## config.mk

```make
export PLATFORM = sky130hd
export DESIGN_NAME = bias_load_ctrl
export DESIGN_NICKNAME = d
export VERILOG_FILES = /design/src/rtl/bias_load_ctrl_pkg.sv /design/src/rtl/bias_load_wr.sv /design/src/rtl/bias_load_ctrl.sv
export SDC_FILE = /design/constraint.sdc
export NUM_CORES = 1
export LEC_CHECK = 0
export ABC_CLOCK_PERIOD_IN_PS = 2720
export CAP_MARGIN = 40
export CORE_AREA = 8 8 430 432
export CTS_BUF_LIST = sky130_fd_sc_hd__clkbuf_8 sky130_fd_sc_hd__clkbuf_16
export DETAILED_ROUTE_END_ITERATION = 8
export DIE_AREA = 0 0 438 440
export PLACE_DENSITY_LB_ADDON = 0.1
export SLEW_MARGIN = 20
export SYNTH_ARGS = -nofsm -noshare
export SYNTH_HDL_FRONTEND = slang
export SYNTH_HIERARCHICAL = 1
export SYNTH_SLANG_ARGS = --single-unit
```

## constraint.sdc

```tcl
create_clock -name clk_i -period 2.72 [get_ports clk_i]
set_input_delay 0.544 -clock clk_i [delete_from_list [all_inputs] [get_ports clk_i]]
set_output_delay 0.544 -clock clk_i [all_outputs]
set_load 0.05 [all_outputs]
```

## src/rtl/bias_load_ctrl_pkg.sv

```systemverilog
// Shared sizing, FSM encoding and count clamp for the bias buffer load path.
// Used by the bias array, the read-op module and this controller.
package bias_load_ctrl_pkg;

    localparam int FW          = 32;
    localparam int DW          = 512;
    localparam int RL          = 512;
    localparam int PACKAGE_LEN = DW / FW;
    localparam int PACKAGE_NUM = RL / PACKAGE_LEN;
    localparam int BEAT_SHIFT  = $clog2(DW / 8);

    typedef logic [1:0] state_t;

    localparam state_t ST_IDLE = 2'd0;
    localparam state_t ST_REQ  = 2'd1;
    localparam state_t ST_WAIT = 2'd2;
    localparam state_t ST_DONE = 2'd3;

    function automatic logic [5:0] clamp_pkg_num(input logic [5:0] num);
        return (num > 6'(PACKAGE_NUM)) ? 6'(PACKAGE_NUM) : num;
    endfunction

endpackage

```

## src/rtl/bias_load_wr.sv

```systemverilog
// Registered write stage: turns each accepted response beat into one
// bias array write one cycle later, with an incrementing package index.
module bias_load_wr
    import bias_load_ctrl_pkg::*;
(
    input  logic          clk,
    input  logic          rstn,
    input  logic          clr,
    input  logic          accept,
    input  logic          valid,
    input  logic [DW-1:0] data,
    output logic [5:0]    wcnt,
    output logic          bias_en,
    output logic [4:0]    bias_addr,
    output logic [DW-1:0] bias_data
);

    always_ff @(posedge clk or negedge rstn) begin
        if (!rstn) begin
            wcnt      <= '0;
            bias_en   <= 1'b0;
            bias_addr <= '0;
            bias_data <= '0;
        end else if (clr) begin
            wcnt    <= '0;
            bias_en <= 1'b0;
        end else begin
            bias_en <= accept && valid;
            if (accept && valid) begin
                bias_addr <= wcnt[4:0];
                bias_data <= data;
                wcnt      <= wcnt + 6'd1;
            end
        end
    end

endmodule

```

## src/rtl/bias_load_ctrl.sv

```systemverilog
// Bias load controller: issues sequential package reads from memory and
// writes the returned packages into the bias register array.
module bias_load_ctrl
    import bias_load_ctrl_pkg::*;
#(
    parameter int AW = 32
) (
    input  logic          clk_i,
    input  logic          rstn_i,
    input  logic          start_i,
    input  logic [AW-1:0] base_addr_i,
    input  logic [5:0]    pkg_num_i,
    output logic          busy_o,
    output logic          done_o,
    output logic          rd_req_o,
    output logic [AW-1:0] rd_addr_o,
    input  logic          rd_ack_i,
    input  logic          rd_valid_i,
    input  logic [DW-1:0] rd_data_i,
    output logic          bias_en_o,
    output logic [4:0]    bias_addr_o,
    output logic [DW-1:0] bias_data_o
);

    state_t        state;
    logic [5:0]    n;
    logic [5:0]    rcnt;
    logic [5:0]    wcnt;
    logic [5:0]    num_clamped;
    logic [AW-1:0] base;
    logic          clr;
    logic          accept;
    logic          req_hs;
    logic          last_wr;

    assign num_clamped = clamp_pkg_num(pkg_num_i);
    assign clr         = (state == ST_IDLE) && start_i;
    assign accept      = (state == ST_REQ) || (state == ST_WAIT);
    assign rd_req_o    = (state == ST_REQ);
    assign rd_addr_o   = rd_req_o ? base + (AW'(rcnt) << BEAT_SHIFT) : '0;
    assign busy_o      = accept;
    assign done_o      = (state == ST_DONE);
    assign req_hs      = rd_req_o && rd_ack_i;
    // wcnt has already advanced past the final package when its write is on the bus
    assign last_wr     = bias_en_o && (wcnt == n);

    always_ff @(posedge clk_i or negedge rstn_i) begin
        if (!rstn_i) begin
            state <= ST_IDLE;
            n     <= '0;
            rcnt  <= '0;
            base  <= '0;
        end else begin
            case (state)
                ST_IDLE: begin
                    if (start_i) begin
                        base  <= base_addr_i;
                        n     <= num_clamped;
                        rcnt  <= '0;
                        state <= (num_clamped == '0) ? ST_DONE : ST_REQ;
                    end
                end
                ST_REQ: begin
                    if (req_hs) begin
                        rcnt <= rcnt + 6'd1;
                        if (rcnt == n - 6'd1) begin
                            state <= ST_WAIT;
                        end
                    end
                end
                ST_WAIT: begin
                    if (last_wr) begin
                        state <= ST_DONE;
                    end
                end
                ST_DONE: state <= ST_IDLE;
                default: state <= ST_IDLE;
            endcase
        end
    end

    bias_load_wr u_wr (
        .clk       (clk_i),
        .rstn      (rstn_i),
        .clr       (clr),
        .accept    (accept),
        .valid     (rd_valid_i),
        .data      (rd_data_i),
        .wcnt      (wcnt),
        .bias_en   (bias_en_o),
        .bias_addr (bias_addr_o),
        .bias_data (bias_data_o)
    );

endmodule

```

# Word level (Yosys, flattened, before mapping)
# Cells that the tools add are included.
op_classes:
  add_sub_neg: 4
  magnitude_cmp: 1
  eq_ne: 9
  muxes: 14
  n_bitwise: 1
  n_reduce_logical: 13
ops:
  columns: ["op", "n"]
  rows:
  - ["$add 32x12->32", 1]
  - ["$mux 32", 1]
  - ["$mux 6", 5]
  - ["$add 6x1->6 const B", 2]
  - ["$eq 6x6->1", 2]
  - ["$pmux 6 s2", 1]
  - ["$mux 2", 5]
  - ["$pmux 2 s4", 1]
  - ["$gt 6x6->1 const B", 1]
  - ["$logic_not 6->1", 1]
  - ["$sub 6x1->6 const B", 1]
  - ["$eq 2x2->1 const B", 2]
  - ["$logic_and 1x1->1", 4]
  - ["$ne 2x1->1 const B", 2]
  - ["$ne 2x2->1 const B", 2]
  - ["$reduce_and 2->1", 2]
  - ["$reduce_and 4->1", 1]
  - ["$reduce_bool 2->1", 2]
  - ["$reduce_and 3->1", 1]
  - ["$eq 2x1->1 const B", 1]
  - ["$logic_not 2->1", 1]
  - ["$logic_or 1x1->1", 1]
  - ["$mux 1", 1]
  - ["$not 1->1", 1]
totals:
  regBits: 570
  word_cells: 50

# Longest topological paths before layout
# Gate-level depths: netlist of the first run.
logic_depth:
  word_depth: 6
  depth_mapped: 11
  ltp_nobuf: 9

# Modules after synthesis
# The synthesis of the first run kept the hierarchy.
modules_own_cells:
  columns: ["mod", "n_inst", "cells_each", "area_each_um2", "seq_area_each_um2"]
  rows:
  - ["bias_load_wr", 1, 1124, 21613.2, 13112.6]
  - ["bias_load_ctrl", 1, 298, 3007.9, 1151.1]

# Least setup slack after synthesis of the first run
# OpenSTA, ideal clock, no wires.
synth_timing:
  path_kind: "register -> output"
  startpoint: "register rcnt[0]"
  endpoint: "output rd_addr_o[30]"
  arrival_time_ps: 3324
  required_ps: 2176
  path_slack_ps: -1148
  stages_incl_launch_ff: 11
  path_buffers: 1
  path_cell_list: "dfrtp_1 -> ha_1 -> inv_1 -> fa_1 -> nor2b_1 -> o21a_1 -> o21ai_0 -> a21o_1 -> clkbuf_1 -> or3_1 -> a21boi_0"
synth_via:
  elab_chain_len: 2
synth_rtl:
  columns: ["item", "line_no", "rtl"]
  rows:
  - ["start, declared", "bias_load_ctrl.sv:27", "logic [5:0] rcnt;"]
  - ["start signal, assigned", "bias_load_ctrl.sv:65", "rcnt <= rcnt + 6'd1;"]
  - ["$add 32x12->32", "bias_load_ctrl.sv:40", "assign rd_addr_o = rd_req_o ? base + (AW'(rcnt) << BEAT_SHIFT) : '0;"]
  - ["$mux 32", "bias_load_ctrl.sv:40", null]
  - ["end, declared", "bias_load_ctrl.sv:16", "output logic [AW-1:0] rd_addr_o,"]
# Every way passes these cells.

# Worst setup path in the final report of the first run
layout_timing:
  startpoint: "register base[6]"
  endpoint: "output rd_addr_o[22]"
layout_via:
  elab_chain_len: 2
layout_rtl:
  columns: ["item", "line_no", "rtl"]
  rows:
  - ["start, declared", "bias_load_ctrl.sv:30", "logic [AW-1:0] base;"]
  - ["start signal, assigned", "bias_load_ctrl.sv:57", "base <= base_addr_i;"]
  - ["$add 32x12->32", "bias_load_ctrl.sv:40", null]
  - ["$mux 32", "bias_load_ctrl.sv:40", null]
# Every way passes these cells.

==> results.toml, run 1 <==
[logic_synthesis]
ys_types = 53
yosys_warnings = 6
syn-cell-area_um2 = 24600
ys_ff_latch = 570
synthArstFlopShare = 1.00
avgSynthCellArea_um2 = 17.3
synthCells = 1422
synth_nets = 1992
synthFlopType = "dfrtp_1"
synth_edf_count = 0
seq_area_frac_synth = 0.579

[clock_network]
cts_tree = "yes"
clkSlewWorstSetupHoldPaths_ns = 0.05
htreeDepth = 3
cts_made_buffers = 81
cts.sinks = 570
clockBufferDepth = 3
clock_latency_ns = 0.69
cts-root-buf = "clkbuf_16"

[pwr]
cellPowerDensity_nw_per_um2 = 1620
switching_share = 0.461
p_seq_frac = 0.229
ir_drop_v = 0.000585
p_sw_w = 0.0317
p_int_w = 0.0371
p_leak_nw = 17.7
clkPwrFrac = 0.157
power_frac_comb = 0.615

[setup_path]
slowest_delay_ns = 0.43
path_max_fanout = 6
setup.worst_path.end_class = "primary output"
cp_cell_sequence = "ha_4 > inv_2 > fa_2 > nor2b_2 > o21a_1 > o21ai_4 > a21o_4 > or4_4 > a21boi_4 > buf_12"
slowest_stage = "or4_4"
cp.required_ns = 2.18
critPathArrivalTime_ns = 3.03
worstSetupPathType = "reg2out"
cp-start-kind = "register"

[cells_and_area]
final.fill_count = 18600
area_growth_pct = 72.5
layout.nets = 3243
layout_common_cells = "clkdlybuf4s50_1, dfrtp_1, mux2_4"
final_common_cell = "clkdlybuf4s50_1"
drive_gt1_frac = 0.337

[global_route]
grt_pass1_wl_mm = 167
grt_util_all_layers = 0.121
first_global_vias = 19200
grt_antenna_before_repair = 31
grt-ovfl-total = 0
grt_max_degree = 70

[outcome]
violations = "negative setup slack"
status = "finished, violations left"

[timing]
max_freq_mhz = 280
whs_ns = 0.456
worstMarginPinSlew_ns = 0.803
period_needed_ns = 3.57
rsz0062_at_grt = "true"
slew_headroom = 0.463
finClkSkew_ns = 0.0201
slew_viol_final = 0
finalCritPeriodShare = 1.31
final-setup-viol-count = 24
hold_viol_final = 0
fin_ws_ns = -0.855

[floorplan]
core_um2 = 178000
die_height_um = 440
pin_count = 1108
initial_core_util = 0.139
die-area_um2 = 193000
num_rows = 155
dieWidth_um = 438

[worst_hold_path]
worstHoldPathType = "in2async"

[detailed_routing]
first_pass_iters = 4
drt_iter0_drc = 625
vias_per_cell = 3.33
drtAntennaViolNets = 0
wl_per_cell_um = 23.8
wirelength_mm = 121
drc = 0
vias = 17000

[placement]
port_buffers = 1107
hpwl_mm = 97.5
place_congestion = 0.781
dp_slack_ns = -0.345

[run]
cap_violations = 0
worst max-delay path: cells and delay by family (launching register included):
kind / cells / cell delay [ns]
AO/OA/AOI/OAI: 4 / 0.71
adder cells (fa/ha/maj): 2 / 0.50
buffers and inverters: 2 / 0.19
flip-flops: 1 / 0.38
AND/OR/NAND/NOR: 2 / 0.58
power groups by stage:
stage	registers, W	logic [W]	clock network [W]
after floorplan	0.0291	0.0136	0
after global placement	0.0158	0.0424	0
after detailed placement	0.0158	0.0424	0
after CTS	0.0158	0.0429	0.0114
after global routing	0.0163	0.0439	0.0117
final	0.0157	0.0423	0.0108
per-stage QoR:
stage / instances / setup TNS [ns] / area [um^2] / power (W) / utilization
final: 5102 / -13.43 / 42500 / 0.0688 / 0.239
after CTS: 5088 / -18.57 / 42300 / 0.0701 / 0.238
after global placement: 4930 / -2.95 / 39300 / 0.0581 / 0.221
after global routing: 5096 / -18.05 / 42500 / 0.0719 / 0.239
after detailed placement: 4930 / -2.73 / 39300 / 0.0582 / 0.221
after floorplan: 1422 / -0.792 / 24800 / 0.0427 / -
sequential cells by signal, summed over array words and instances (netlist names):
register        cells
u_wr/bias_data    512
base               32
n                   6
rcnt                6
u_wr/wcnt           6
u_wr/bias_addr      5
state               2
u_wr/bias_en        1
metal layers:
layer,global-route usage,share of wire,vias to the layer above
met5,0,0.0014,-
met4,0.0341,0.021,26
met3,0.0447,0.078,141
met2,0.218,0.52,608
met1,0.133,0.38,8674
li1,-,-,7550
synthesized netlist by cell type (all sizes together), types with 2 or more instances:
| library cell | count | area (um^2) |
|---|---|---|
| inv | 12 | 57.6 |
| mux2 | 550 | 7690 |
| nor3 | 6 | 41.3 |
| nand2 | 20 | 77.6 |
| clkbuf | 12 | 47.6 |
| nor2b | 6 | 37.5 |
| o31ai | 2 | 15.0 |
| ha | 14 | 175 |
| or2 | 2 | 12.5 |
| and3 | 4 | 25.0 |
| buf | 57 | 1020 |
| nor2 | 12 | 45.0 |
| o221ai | 2 | 17.5 |
| o21a | 2 | 15.0 |
| xnor2 | 21 | 184 |
| nand2b | 5 | 31.3 |
| o21ai | 16 | 80.1 |
| a21o | 2 | 15.0 |
| or3 | 8 | 55.1 |
| dfrtp | 570 | 14300 |
| a21oi | 7 | 35.0 |
| nand3b | 4 | 30.0 |
| mux2i | 4 | 40.0 |
| xor2 | 14 | 123 |
| and2 | 21 | 131 |
| nand4 | 7 | 43.8 |
| a2bb2oi | 2 | 17.5 |
| nand3 | 16 | 80.1 |
| a21boi | 6 | 45.0 |
| or4 | 4 | 33.8 |
| and4 | 3 | 26.3 |
final timing paths:
check / end / slack [ns] / startpoint / cells after the start
worst max-delay path: rd_addr_o[22] / -0.85 / base[6] / 10
worst min-delay path: u_wr/bias_data[366] / 0.46 / rstn_i / 2
worst max register to register: u_wr/bias_data[27] / 0.21 / state[1] / 10
worst min register to register: base[1] / 0.50 / base[1] / 1
max in group asynchronous: u_wr/bias_data[32] / 1.44 / rstn_i / 3
min in group clk_i: u_wr/bias_data[102] / 0.47 / rd_data_i[102] / 2
kinds of logic (layout without fill, tap and decap cells):
family                   Yosys count  count (layout)  share of synthesized area
other                              0              11                          0
buffers and inverters             82            1395                     0.0457
adder cells (fa/ha/maj)           16              16                    0.00833
multiplexers                     554             554                      0.314
XOR/XNOR                          35              35                     0.0125
AO/OA/AOI/OAI                     44              45                     0.0118
flip-flops                       570             570                      0.579
AND/OR/NAND/NOR                  121             121                     0.0283
final cells by class:
type | count | area, um^2 | share of cell area
sequential | 570 | 14300 | 0.336
timing repair buffer | 1236 | 12800 | 0.302
multi-input combinational | 771 | 9640 | 0.227
tap | 2355 | 2950 | 0.0694
clock buffer | 102 | 2340 | 0.0551
clock inverter | 44 | 360 | 0.00848
inverter | 13 | 75.1 | 0.00177
antenna | 11 | 27.5 | 0.000648
what timing repair did:
action,4_1_cts,5_1_grt
setup endpoints to repair,39,26
hold buffers,1,0
gates cloned,2,0
pin swaps,21,27
setup buffers,11,7
hold endpoints to repair,18,0
resized for setup,55,23
Note: power is estimated with default switching activity, not from simulation.
==> run 2: changes to the inputs <==
ABC_AREA = 1   (was unset)
CORE_AREA = 8 8 420 422   (was 8 8 430 432)
DIE_AREA = 0 0 428 430   (was 0 0 438 440)
PLACE_DENSITY = 0.36   (was unset)
PLACE_DENSITY_LB_ADDON = unset   (was 0.1)
==> results.toml, run 2 <==
[floorplan]
dieWidth_um = 428
die-area_um2 = 184000
die_height_um = 430
num_rows = 152
initial_core_util = 0.135
core_um2 = 170000
pin_count = 1108

[cells_and_area]
area_growth_pct = 78.7
fin_util = 0.241
reg_top3 = "u_wr/bias_data (512), base (32)"
final.fill_count = 18600
finalInstanceArea_um2 = 41000
final_common_cell = "nand2_1"
largest_reg_flops = 512
ff_latch_area_um2 = 14300
layout.nets = 4456
multi_input_area_um2 = 8260
drive_gt1_frac = 0.102
top_register = "u_wr/bias_data"
layout_common_cells = "nand2_1, clkdlybuf4s50_1, dfrtp_1"

[placement]
dp_slack_ns = 0.0642
port_buffers = 1107
placed_cell_area_um2 = 37600
hpwl_mm = 111
place_congestion = 0.830

[timing]
final-setup-viol-count = 23
max_freq_mhz = 323
finalCritPeriodShare = 1.14
fin_ws_ns = -0.372
period_needed_ns = 3.09
whs_ns = 0.403
worstMarginPinSlew_ns = 0.706
finClkSkew_ns = 0.0461
slew_headroom = 0.528
hold_viol_final = 0
slew_viol_final = 0
rsz0062_at_grt = "true"

[logic_synthesis]
avgSynthCellArea_um2 = 8.45
ys_types = 37
seq_area_frac_synth = 0.622
syn-cell-area_um2 = 22900
synthFlopType = "dfrtp_1"
synth_top_cell_area_share = 0.622
synthCells = 2714
post-synth-top-area-cell = "dfrtp_1"
synth_edf_count = 0
yosysMostFrequentCell = "nand2_1"
synthArstFlopShare = 1.00
synthTopCellsByCount = "nand2_1, dfrtp_1, buf_2"
yosys_warnings = 6
yosys-top-cells-area = "dfrtp_1, nand2_1, buf_2"
synth_nets = 3284
ys_ff_latch = 570

[detailed_routing]
wirelength_mm = 137
drc = 0
first_pass_iters = 5
wl_per_cell_um = 22.2
vias_per_cell = 3.56
drtAntennaViolNets = 0
vias = 22100
drt_iter0_drc = 1309

[clock_network]
cts_tree = "yes"
cts_made_buffers = 79
clockBufferDepth = 3
htreeDepth = 3
clock_latency_ns = 0.68
cts.sinks = 570
clkSlewWorstSetupHoldPaths_ns = 0.06
cts-root-buf = "clkbuf_16"

[outcome]
violations = "negative setup slack"
status = "finished, violations left"

[global_route]
grt-ovfl-total = 0
grt_pass1_wl_mm = 191
first_global_vias = 22800
grt_util_all_layers = 0.143
grt_max_degree = 79
grt_antenna_before_repair = 43

[pwr]
finalPower_w = 0.0610
cellPowerDensity_nw_per_um2 = 1490
p_leak_nw = 19.4
ir_drop_v = 0.000602

[setup_path]
setup.worst_path.end_class = "primary output"
cp-start-kind = "register"
cp.required_ns = 2.18
critPathArrivalTime_ns = 2.55
path_max_fanout = 3
worstSetupPathType = "reg2out"

[worst_hold_path]
worstHoldPathType = "in2reg"

[run]
cap_violations = 0
==> run 2: changes by cell type in the layout (fill, tap and decap cells not counted), moves of 13 or more <==
cell,delta
o21ai_0,+13
mux2_2,-150
inv_1,+46
mux2_4,-400
nor2_1,+27
nor2_4,+13
nand2_1,+1706
nor2_2,+13
nand3_1,+20
==> run 2: worst paths after layout <==
| kind | start | to | slack [ns] | cells after the start |
|---|---|---|---|---|
| min in group asynchronous | rstn_i | u_wr/bias_data[120] | 0.44 | 2 |
| max | rcnt[0] | rd_addr_o[28] | -0.37 | 11 |
| min reg2reg | u_wr/bias_data[232] | u_wr/bias_data[232] | 0.47 | 2 |
| min | rd_data_i[415] | u_wr/bias_data[415] | 0.40 | 3 |
| max reg2reg | state[0] | u_wr/bias_data[48] | 0.46 | 9 |
| max in group asynchronous | rstn_i | u_wr/bias_data[41] | 1.28 | 3 |
==> run 2: area by class of cell <==
| cell class | count | area share |
|---|---|---|
| Tap cell | 2233 | 0.0681 |
| Antenna cell | 15 | 0.000915 |
| Clock buffer | 98 | 0.0546 |
| Inverter | 66 | 0.00628 |
| Sequential cell | 570 | 0.348 |
| Multi-Input combinational cell | 1954 | 0.201 |
| Clock inverter | 45 | 0.0138 |
| Timing Repair Buffer | 1215 | 0.307 |
==> run 2: through the flow <==
stage	setup TNS (ns)	std cells
after CTS	-8.22	6172
final	-6.19	6196
after global routing	-10.07	6183
after global placement	0	6017
after detailed placement	0	6017
after floorplan	-0.0194	2714
==> run 2: repair_timing <==
action | 4_1_cts | 5_1_grt
endpoints found under the setup margin | 34 | 26
hold buffers | 1 | 0
gates resized for setup | 93 | 34
pin swaps | 31 | 17
buffers inserted | 11 | 11
endpoints found under the hold margin | 20 | 0
==> run 2: logic make-up (layout without fill, tap and decap cells) <==
group | count (synthesis) | after routing | synth area share
other | 0 | 15 | 0
DFF | 570 | 570 | 0.622
buffers and inverters | 190 | 1424 | 0.0384
and+or+nand+nor | 1865 | 1865 | 0.314
xor gates and xnor gates | 4 | 4 | 0.00153
adders and majority gates | 15 | 15 | 0.00851
AOI/OAI and AO/OA | 70 | 70 | 0.0162
==> run 2: where the power goes <==
part           switching [W]  leakage [nW]  total [W]  internal [W]
logic                 0.0239          10.8     0.0346        0.0107
registers            0.00270          7.13     0.0152        0.0125
clock network        0.00441          1.44     0.0112       0.00681
==> run 2: critical path, cell delays in order, from the launching register on <==
cell and delay [ns]:
dfrtp_1 0.35, ha_2 0.19, inv_2 0.04, fa_2 0.35, inv_2 0.09, nand4_4 0.13, nand2_4 0.11, buf_4 0.11
nand3_1 0.07, xor2_1 0.16, nor2_2 0.14, buf_12 0.15
==> run 2: layer usage <==
layer / GRT usage / wire length, um / vias to the layer above
met2: 0.257 / 70300 / 693
met4: 0.0243 / 2060 / 46
met5: 0 / 297 / -
met1: 0.169 / 55600 / 10500
met3: 0.0451 / 9200 / 159
li1: - / - / 10600
